===== config.mk =====
export PLATFORM = sky130hd
export DESIGN_NAME = aload_seq
export DESIGN_NICKNAME = d
export VERILOG_FILES = /design/src/rtl/aload_seq.sv
export SDC_FILE = /design/constraint.sdc
export NUM_CORES = 1
export LEC_CHECK = 0
export BUFFER_PORTS_ARGS = -buffer_cell sky130_fd_sc_hd__buf_2
export CAP_MARGIN = 25
export CELL_PAD_IN_SITES_DETAIL_PLACEMENT = 2
export CELL_PAD_IN_SITES_GLOBAL_PLACEMENT = 2
export CORE_MARGIN = 5
export CORE_UTILIZATION = 28
export DETAILED_ROUTE_END_ITERATION = 10
export PLACE_DENSITY = 0.71
export RECOVER_POWER = 100
export SYNTH_ARGS = -nofsm -noshare
export SYNTH_HDL_FRONTEND = slang
export SYNTH_SLANG_ARGS = --single-unit

===== constraint.sdc =====
create_clock -name clk -period 1.75 [get_ports clk]
set_clock_uncertainty 0.1 [all_clocks]
set_input_delay 0.2625 -clock clk [delete_from_list [all_inputs] [get_ports clk]]
set_output_delay 0.2625 -clock clk [all_outputs]
set_load 0.1 [all_outputs]

===== src/rtl/aload_seq.sv =====
`default_nettype none
// ============================================================================
// Module   : aload_seq
// Purpose  : Sequences an asynchronous-load operation into a register bank on
//            behalf of two requesters. A round-robin winner's value is
//            presented on bank_rval and held through a setup window. The
//            bank_aload strobe is then pulsed, followed by a recovery window,
//            before the winner gets a one-cycle completion grant.
//            bank_cen enables normal capture only while idle.
// Ports    : clk, arst      - clock, asynchronous active-high reset
//            req[1:0]       - load requests, bit i = requester i
//            val0, val1     - load values of requester 0 / 1
//            gnt[1:0]       - one-cycle completion pulse per requester
//            busy           - sequence in progress
//            bank_aload     - async-load strobe to bank
//            bank_rval      - load value to bank
//            bank_cen       - normal-capture enable to bank
//            bank_q, err    - bank readback and sticky mismatch flag
//                             (present only with ALOAD_SEQ_CHECK_EN defined)
// Options  : `define ALOAD_SEQ_CHECK_EN enables the readback check.
// Revision : 1.0 - initial release
// ============================================================================
module aload_seq #(
   parameter int WIDTH     = 8,
   parameter int SETUP_CYC = 1,
   parameter int PULSE_CYC = 2,
   parameter int RECOV_CYC = 1
) (
   input  logic             clk,
   input  logic             arst,
   input  logic [1:0]       req,
   input  logic [WIDTH-1:0] val0,
   input  logic [WIDTH-1:0] val1,
   output logic [1:0]       gnt,
   output logic             busy,
   output logic             bank_aload,
   output logic [WIDTH-1:0] bank_rval,
   output logic             bank_cen
`ifdef ALOAD_SEQ_CHECK_EN
   ,
   input  logic [WIDTH-1:0] bank_q,
   output logic             err
`endif
);

   typedef enum logic [2:0] {
      S_IDLE  = 3'd0,
      S_SETUP = 3'd1,
      S_LOAD  = 3'd2,
      S_RECOV = 3'd3,
      S_DONE  = 3'd4
   } state_t;

   localparam logic [3:0] C_SETUP = 4'(SETUP_CYC);
   localparam logic [3:0] C_PULSE = 4'(PULSE_CYC);
   localparam logic [3:0] C_RECOV = 4'(RECOV_CYC);

   state_t           state_q, state_d;
   logic [3:0]       cnt_q, cnt_d;
   // Last winner; doubles as the round-robin pointer (reset 1 so req0 wins
   // the first tie).
   logic             win_q, win_d;
   logic [1:0]       gnt_q, gnt_d;
   logic             busy_q, busy_d;
   logic             aload_q, aload_d;
   logic [WIDTH-1:0] rval_q, rval_d;
   logic             cen_q, cen_d;
`ifdef ALOAD_SEQ_CHECK_EN
   logic             err_q, err_d;
`endif

   logic             pick;

   always_comb begin
      pick    = (req == 2'b11) ? ~win_q : req[1];

      state_d = state_q;
      cnt_d   = cnt_q;
      win_d   = win_q;
      gnt_d   = 2'b00;
      aload_d = aload_q;
      rval_d  = rval_q;
`ifdef ALOAD_SEQ_CHECK_EN
      err_d   = err_q;
`endif

      case (state_q)
         S_IDLE: begin
            if (req != 2'b00) begin
               state_d = S_SETUP;
               cnt_d   = C_SETUP;
               win_d   = pick;
               rval_d  = pick ? val1 : val0;
            end
         end
         S_SETUP: begin
            if (cnt_q == 4'd1) begin
               state_d = S_LOAD;
               cnt_d   = C_PULSE;
               aload_d = 1'b1;
            end else begin
               cnt_d = cnt_q - 4'd1;
            end
         end
         S_LOAD: begin
            if (cnt_q == 4'd1) begin
               state_d = S_RECOV;
               cnt_d   = C_RECOV;
               aload_d = 1'b0;
            end else begin
               cnt_d = cnt_q - 4'd1;
            end
         end
         S_RECOV: begin
            if (cnt_q == 4'd1) begin
               state_d = S_DONE;
               cnt_d   = 4'd0;
               gnt_d   = win_q ? 2'b10 : 2'b01;
            end else begin
               cnt_d = cnt_q - 4'd1;
            end
         end
         S_DONE: begin
`ifdef ALOAD_SEQ_CHECK_EN
            if (bank_q != rval_q) begin
               err_d = 1'b1;
            end
`endif
            // Accepting straight from DONE lets back-to-back requests run
            // with no idle gap between sequences.
            if (req != 2'b00) begin
               state_d = S_SETUP;
               cnt_d   = C_SETUP;
               win_d   = pick;
               rval_d  = pick ? val1 : val0;
            end else begin
               state_d = S_IDLE;
            end
         end
         default: begin
            state_d = S_IDLE;
            cnt_d   = 4'd0;
            aload_d = 1'b0;
         end
      endcase

      busy_d = (state_d != S_IDLE);
      cen_d  = (state_d == S_IDLE);
   end

   always_ff @(posedge clk or posedge arst) begin
      if (arst) begin
         state_q <= S_IDLE;
         cnt_q   <= 4'd0;
         win_q   <= 1'b1;
         gnt_q   <= 2'b00;
         busy_q  <= 1'b0;
         aload_q <= 1'b0;
         rval_q  <= '0;
         cen_q   <= 1'b1;
`ifdef ALOAD_SEQ_CHECK_EN
         err_q   <= 1'b0;
`endif
      end else begin
         state_q <= state_d;
         cnt_q   <= cnt_d;
         win_q   <= win_d;
         gnt_q   <= gnt_d;
         busy_q  <= busy_d;
         aload_q <= aload_d;
         rval_q  <= rval_d;
         cen_q   <= cen_d;
`ifdef ALOAD_SEQ_CHECK_EN
         err_q   <= err_d;
`endif
      end
   end

   assign gnt        = gnt_q;
   assign busy       = busy_q;
   assign bank_aload = aload_q;
   assign bank_rval  = rval_q;
   assign bank_cen   = cen_q;
`ifdef ALOAD_SEQ_CHECK_EN
   assign err        = err_q;
`endif

endmodule
`default_nettype wire


After elaboration in Yosys (flattened, before gate mapping)
Cells that the tools add are included.
{"block": "totals", "reg_bits": 21, "wordCells": 47, "inputBits": 20, "out_inout_bits": 13}
{"block": "op_classes", "n_addsub": 1, "bitwise_logic": 2, "n_mux": 19, "reduce_logical": 8, "n_eq_ne": 9}
{"operator": "$mux 4", "n": 4}
{"operator": "$pmux 4 s4", "n": 1}
{"operator": "$pmux 3 s5", "n": 1}
{"operator": "$mux 3", "n": 4}
{"operator": "$mux 8", "n": 1}
{"operator": "$eq 3x2->1 const B", "n": 2}
{"operator": "$logic_not 3->1", "n": 2}
{"operator": "$mux 2", "n": 3}
{"operator": "$eq 4x1->1 const B", "n": 1}
{"operator": "$mux 1", "n": 4}
{"operator": "$ne 2x2->1 const B", "n": 2}
{"operator": "$sub 4x1->4 const B", "n": 1}
{"operator": "$eq 3x1->1 const B", "n": 1}
{"operator": "$eq 3x3->1 const B", "n": 1}
{"operator": "$pmux 1 s3", "n": 1}
{"operator": "$reduce_and 3->1", "n": 1}
{"operator": "$reduce_bool 3->1", "n": 1}
{"operator": "$reduce_or 3->1", "n": 1}
{"operator": "$eq 2x2->1 const B", "n": 1}
{"operator": "$ne 2x1->1 const B", "n": 1}
{"operator": "$not 1->1", "n": 2}
{"operator": "$reduce_and 2->1", "n": 1}
{"operator": "$reduce_bool 2->1", "n": 1}
{"operator": "$reduce_or 2->1", "n": 1}

Depth between registers and ports, before layout
Gate-level depths: netlist of run 1.
{"block": "depth", "ltp_word": 4, "mapped_depth": 5, "depth_no_buf": 5}

Worst setup path before layout of run 1
No wires, ideal clock.
{"block": "synth_path", "kind": "register to register", "startpoint": "register cnt_q[1]", "endpoint": "register aload_q, in the netlist bank_aload", "setup_slack_ns": 0.102, "stages_incl_launch_ff": 6, "path_buffers": 0, "t_arrival_ns": 1.444, "setup_time_ns": 0.104, "required_time_ns": 1.546, "period_less_slack_ns": 1.648, "cell_sequence": "dfrtp_1 inv_1 ha_1 or3b_4 or3_4 o311ai_1"}
{"block": "synth_between", "elab_chain_cells": 3, "elab_cells_between_ends": 4, "classes_between": "3 x eq/ne; 1 x reduce/logical"}
{"item": "start, declared", "line": "59", "rtl": "logic [3:0] cnt_q, cnt_d;"}
{"item": "start signal, assigned", "line": "166", "rtl": "cnt_q <= cnt_d;"}
{"item": "$eq 4x1->1 (*)", "line": "97, 106"}
{"item": "$ne 2x2->1 (no line)"}
{"item": "$reduce_and 3->1 (no line) (*)"}
{"item": "end signal, assigned", "line": "170", "rtl": "aload_q <= aload_d;"}
{"item": "end, declared", "line": "65", "rtl": "logic aload_q, aload_d;"}
Every way passes the cells marked *; elsewhere a longest branch is shown, timed or not.
A chain may end at the register's enable or synchronous reset.

Final worst setup path of run 1
Ends and elaborated chain as after synthesis.

==> results.json, run 1 <==
{
  "synth_area_per_cell_um2": 12.54,
  "cts_buffers": 3,
  "r2r_slack_ps": 50,
  "cts_max_level": 1,
  "wl_um": 3056,
  "post_route_cells_drive_above_1_share": 0.5573,
  "critical_path_arrival_ps": 1750,
  "timing.setup.tns_ps": 0,
  "cts_buffer_depth": 2,
  "worst_slew_pin_slew_ps": 547.2,
  "root_buffer": "clkbuf_8",
  "core_area_um2": 3606,
  "clk_pin_slew_worst_paths_ps": 70,
  "nFillCells": 392,
  "core.rowCount": 22,
  "cp_max_fo": 5,
  "drc": 0,
  "dp_hpwl_um": 2265,
  "yosys.area.top_type": "dfrtp_1",
  "dr.pass1.iters": 4,
  "cts.sinks": 21,
  "netlist_area_um2": 1028,
  "required_ps": 1800,
  "gp_congestion": 0.7102,
  "syn_to_final_growth_pct": 35.65,
  "synth_warnings": 0,
  "fmax_ghz": 0.5880,
  "initialDrtViolationCount": 12,
  "reg2reg_depth": 5,
  "yosysUniqueCellTypes": 35,
  "die-area_um2": 4985,
  "overflow": 0,
  "grt_max_degree": 22,
  "antenna_found_initial": 0,
  "min_path_type": "in2reg",
  "drv_slew": 0,
  "status": "finished, final reports clean",
  "syn_inst": 82,
  "grt_usage": 0.1295,
  "worstReg2RegStart": "cnt_q[1]",
  "critPathCaptureType": "register",
  "grt_pass1_wl_um": 5085,
  "io_pins": 33,
  "critical_path_class": "reg2reg",
  "cp-endpoint": "bank_aload",
  "ant_nets": 0,
  "synth_seq_cells": 21,
  "drv_cap": 0,
  "report.final.hold_viol_count": 0,
  "routed-via-count": 853,
  "cp-start-kind": "register",
  "worstReg2RegEnd": "bank_aload",
  "die_height_um": 70.61,
  "netlist.area_leader.share": 0.4623,
  "portBuffers": 32,
  "synthTopCellsByArea": "dfrtp_1, mux2_2, dfstp_2, ha_1, and2_1",
  "grt_setup_unrepaired": "true",
  "fp.dieW_um": 70.61,
  "grt_pass1_vias": 1019,
  "setup_viol": 0,
  "wl_per_cell_um": 17.07,
  "fin_crit_sh": 0.9718,
  "synth_fp_nets": 104,
  "cts_tree": "built",
  "crit_start": "cnt_q[1]",
  "initial_core_util": 0.2852,
  "clock_latency_ps": 250,
  "slew_headroom": 0.6368,
  "num-nets-final": 154,
  "ys_seq_area_frac": 0.5134,
  "detail_route.vias_per_cell": 4.765,
  "antenna_cells": 0,
  "period_needed_ps": 1701
}
==> synth_stat cells (all sizes together) <==
cell / count
and2: 3
nor2b: 3
a21o: 1
o21ai: 4
nand2: 3
a21boi: 1
nand3: 1
or3: 1
and2b: 1
a32o: 1
nor3b: 1
dfrtp: 19
o211a: 1
a21oi: 1
ha: 2
o221ai: 1
nor4: 1
nor2: 2
nand2b: 1
and3: 1
a31oi: 1
or3b: 1
inv: 4
buf: 2
o311ai: 3
a22o: 1
o21bai: 1
mux2: 16
or4: 1
dfstp: 2
nor3: 1
==> routing by layer <==
layer | up-vias | track usage | share of wire
met5 | - | 0 | 0
met4 | 0 | 0.05219 | 0.030
met3 | 6 | 0.02557 | 0.026
met2 | 21 | 0.2526 | 0.57
met1 | 431 | 0.1336 | 0.37
li1 | 395 | - | -
==> kinds of logic after synthesis <==
kind of cell	Yosys count	synth area share
AO/OA/AOI/OAI	16	0.1253
adder cells (fa/ha/maj)	2	0.02433
buffers and inverters	6	0.03040
flip-flops	21	0.5134
multiplexers	16	0.1752
AND/OR/NAND/NOR	21	0.1314
==> worst min path at each step <==
stage	startpoint	endpoint	slack, ps	cells after the start
floorplan	arst	bank_aload	140	1
finish	req[0]	win_q	150	2
CTS	req[0]	win_q	150	2
global route	req[0]	win_q	150	2
global placement	arst	bank_rval[1]	210	3
detailed placement	arst	bank_rval[1]	230	3
==> what timing repair did <==
item,in CTS,in global routing
endpoints found under the setup margin,3,3
hold buffers,1,0
resized for setup,1,2
endpoints found under the hold margin,19,0
setup buffers,2,4
pin swaps,0,2
==> per-stage QoR <==
| step | setup slack [ps] | area [µm²] | utilization | instances | hold WS (ps) |
|---|---|---|---|---|---|
| finish | 49.35 | 1395 | 0.3869 | 179 | 153.8 |
| global route | -16.53 | 1395 | 0.3869 | 179 | 147.9 |
| CTS | 6.058 | 1363 | 0.3779 | 175 | 147.9 |
| detailed placement | -42.34 | 1292 | 0.3584 | 168 | 225.9 |
| global placement | 49.78 | 1292 | 0.3584 | 168 | 210.7 |
| floorplan | 102.2 | 1028 | - | 82 | 137.5 |
==> cells in the final DEF, fill, tap and decap left out, types with 2 or more instances in the layout <==
master and n:
nor2b_1 3, o21ai_0 4, inv_1 3, dfrtp_1 19, clkbuf_8 3, nor2_1 2, buf_2 20, clkbuf_1 3
nand2_1 3, dfstp_2 2, mux2_2 16, buf_4 11, and2_1 2, clkbuf_2 13
==> registers in the layout, summed over array words and instances (netlist names) <==
signal and count:
busy 1, cnt_q 4, bank_rval 8, bank_cen 1, bank_aload 1, state_q 3
gnt 2, win_q 1
==> critical path, cell delays in order, from the launching register on <==
cell      delay (ps)
dfrtp_1          400
inv_2             80
ha_4             120
or3b_4           400
or3_4            390
o311ai_1         100
==> final cells by class <==
| class | count | area, µm² | share of cell area |
|---|---|---|---|
| well taps | 48 | 60.06 | 0.04305 |
| inverters | 4 | 15.01 | 0.01076 |
| multi-input cells | 55 | 481.7 | 0.3453 |
| flip-flops and latches | 21 | 528.0 | 0.3785 |
| clock buffers | 4 | 45.04 | 0.03229 |
| repair buffers | 47 | 265.3 | 0.1901 |
Power of run 1 is left out: the tool's default activity adds up to more than one toggle a clock period on the data nets, which glitch-free logic cannot reach.
==> run 2, diff against run 1 <==
--- a/config.mk
+++ b/config.mk
@@ -9,6 +9,7 @@
 export CAP_MARGIN = 25
 export CELL_PAD_IN_SITES_DETAIL_PLACEMENT = 2
 export CELL_PAD_IN_SITES_GLOBAL_PLACEMENT = 2
+export CORE_ASPECT_RATIO = 1.1
 export CORE_MARGIN = 5
 export CORE_UTILIZATION = 28
 export DETAILED_ROUTE_END_ITERATION = 10
==> run 2 against run 1 <==
Flip-flop and latch count unchanged. Via count decreased by 3.9%. Non-clock buffer count decreased by 7. Largest cell class unchanged. Cell count decreased by 2.8%. Critical endpoint unchanged.
==> results.json, run 2 (synthesized netlist as in run 1, its figures left out) <==
{
  "core_area_um2": 3597,
  "clock_latency_ps": 260,
  "antenna_found_initial": 0,
  "min_path_type": "in2reg",
  "clk_pin_slew_worst_paths_ps": 80,
  "critical_path_arrival_ps": 1760,
  "critical_path_class": "reg2reg",
  "crit_chain": "inv_2 > ha_1 > or3b_4 > or3_4 > o311ai_1",
  "setup_viol": 0,
  "cts_buffer_depth": 2,
  "worst-path-buf-inv": 1,
  "required_ps": 1810,
  "num-nets-final": 147,
  "root_buffer": "clkbuf_8",
  "max_stage_delay_ps": 410,
  "post_route_cells_drive_above_1_share": 0.5403,
  "io_pins": 33,
  "grt_use_met3": 0.02599,
  "dr.pass1.iters": 4,
  "cp_top_family": "simple AND/OR/NAND/NOR gates",
  "period_needed_ps": 1701,
  "core.rowCount": 23,
  "portBuffers": 32,
  "placed_cells": 167,
  "die_height_um": 73.57,
  "gp_congestion": 0.7126,
  "cp_max_fo": 5,
  "wl_um": 2700,
  "fp.dieW_um": 67.79,
  "dp_hpwl_um": 2082,
  "cp-start-kind": "register",
  "antenna_cells": 0,
  "report.final.hold_viol_count": 0,
  "grt_util_met2": 0.2378,
  "grt_util_met1": 0.1356,
  "grt_max_degree": 22,
  "cts_max_level": 1,
  "layout_common_cells": "dfrtp_1, buf_2, mux2_2",
  "slowest_stage": "or3b_4",
  "nFillCells": 403,
  "cts_tree": "built",
  "status": "finished, final reports clean",
  "syn_to_final_growth_pct": 30.29,
  "largest_reg_flops": 8,
  "initialDrtViolationCount": 5,
  "initial_core_util": 0.2859,
  "grt_pass1_vias": 977,
  "timing.setup.tns_ps": 0,
  "ant_nets": 0,
  "overflow": 0,
  "cts_buffers": 3,
  "place_ws_ps": -28.60,
  "drc": 0,
  "cts.sinks": 21,
  "wl_per_cell_um": 15.52,
  "busiest_layer": "met2",
  "fin_crit_sh": 0.9720,
  "drv_slew": 0,
  "fmax_ghz": 0.5879,
  "grt_usage": 0.1254,
  "finalNonFillerCells": 174,
  "die-area_um2": 4987,
  "worst_slew_pin_slew_ps": 553.1,
  "grt_setup_unrepaired": "false",
  "fin_ws_ps": 49.08,
  "grt_pass1_wl_um": 4616,
  "routed-via-count": 820,
  "detail_route.vias_per_cell": 4.713,
  "drv_cap": 0,
  "slew_headroom": 0.6313,
  "critPathCaptureType": "register"
}
## run 2: changes by cell type in the layout (fill, tap and decap cells not counted)
| cell | change |
|---|---|
| buf_2 | -1 |
| o311ai_0 | -1 |
| o21ai_1 | +1 |
| o21ai_0 | -1 |
| clkbuf_2 | +1 |
| o311ai_1 | +1 |
| ha_4 | -1 |
| and2_0 | -1 |
| and2_1 | +1 |
| clkbuf_1 | -2 |
| buf_4 | -5 |
| ha_1 | +1 |
## run 2: metrics by stage
stage / util / cell area (µm²) / hold WS, ps
final: 0.3725 / 1340 / 111.6
after floorplan: - / 1028 / 137.5
after global placement: 0.3537 / 1272 / 202.2
after CTS: 0.3711 / 1335 / 109.8
after detailed placement: 0.3537 / 1272 / 224.7
after global routing: 0.3725 / 1340 / 124.1
## run 2: worst paths after layout
kind / startpoint / end / slack [ps] / cells past startpoint
worst min-delay path: req[0] / win_q / 110 / 2
worst max-delay path: cnt_q[1] / bank_aload / 50 / 5
worst max register to register: cnt_q[1] / bank_aload / 50 / 5
max in group asynchronous: arst / bank_cen / 570 / 4
worst min register to register: bank_rval[2] / bank_rval[2] / 420 / 1
min in group asynchronous: arst / bank_rval[1] / 600 / 4
## run 2: layout make-up
cell class | count | area, µm² | share of cell area
Timing Repair Buffer | 40 | 220.2 | 0.1643
Sequential cell | 21 | 528.0 | 0.3940
Multi-Input combinational cell | 55 | 469.2 | 0.3501
Clock buffer | 4 | 45.04 | 0.03361
Inverter | 4 | 15.01 | 0.01120
Tap cell | 50 | 62.56 | 0.04669
## run 2: per-layer routing
metal	routed length [µm]	up-vias
met2	1502	24
met5	0	-
met1	1032	413
li1	-	380
met3	135	3
met4	30	0
## run 2: repair_timing
action | CTS | global route
setup endpoints to repair | 4 | 3
gates resized for setup | 1 | 1
pin swaps | 2 | 0
hold buffers | 1 | 0
setup buffers | 1 | 1
hold endpoints to repair | 19 | 0
Power of run 2 is left out for the same reason.
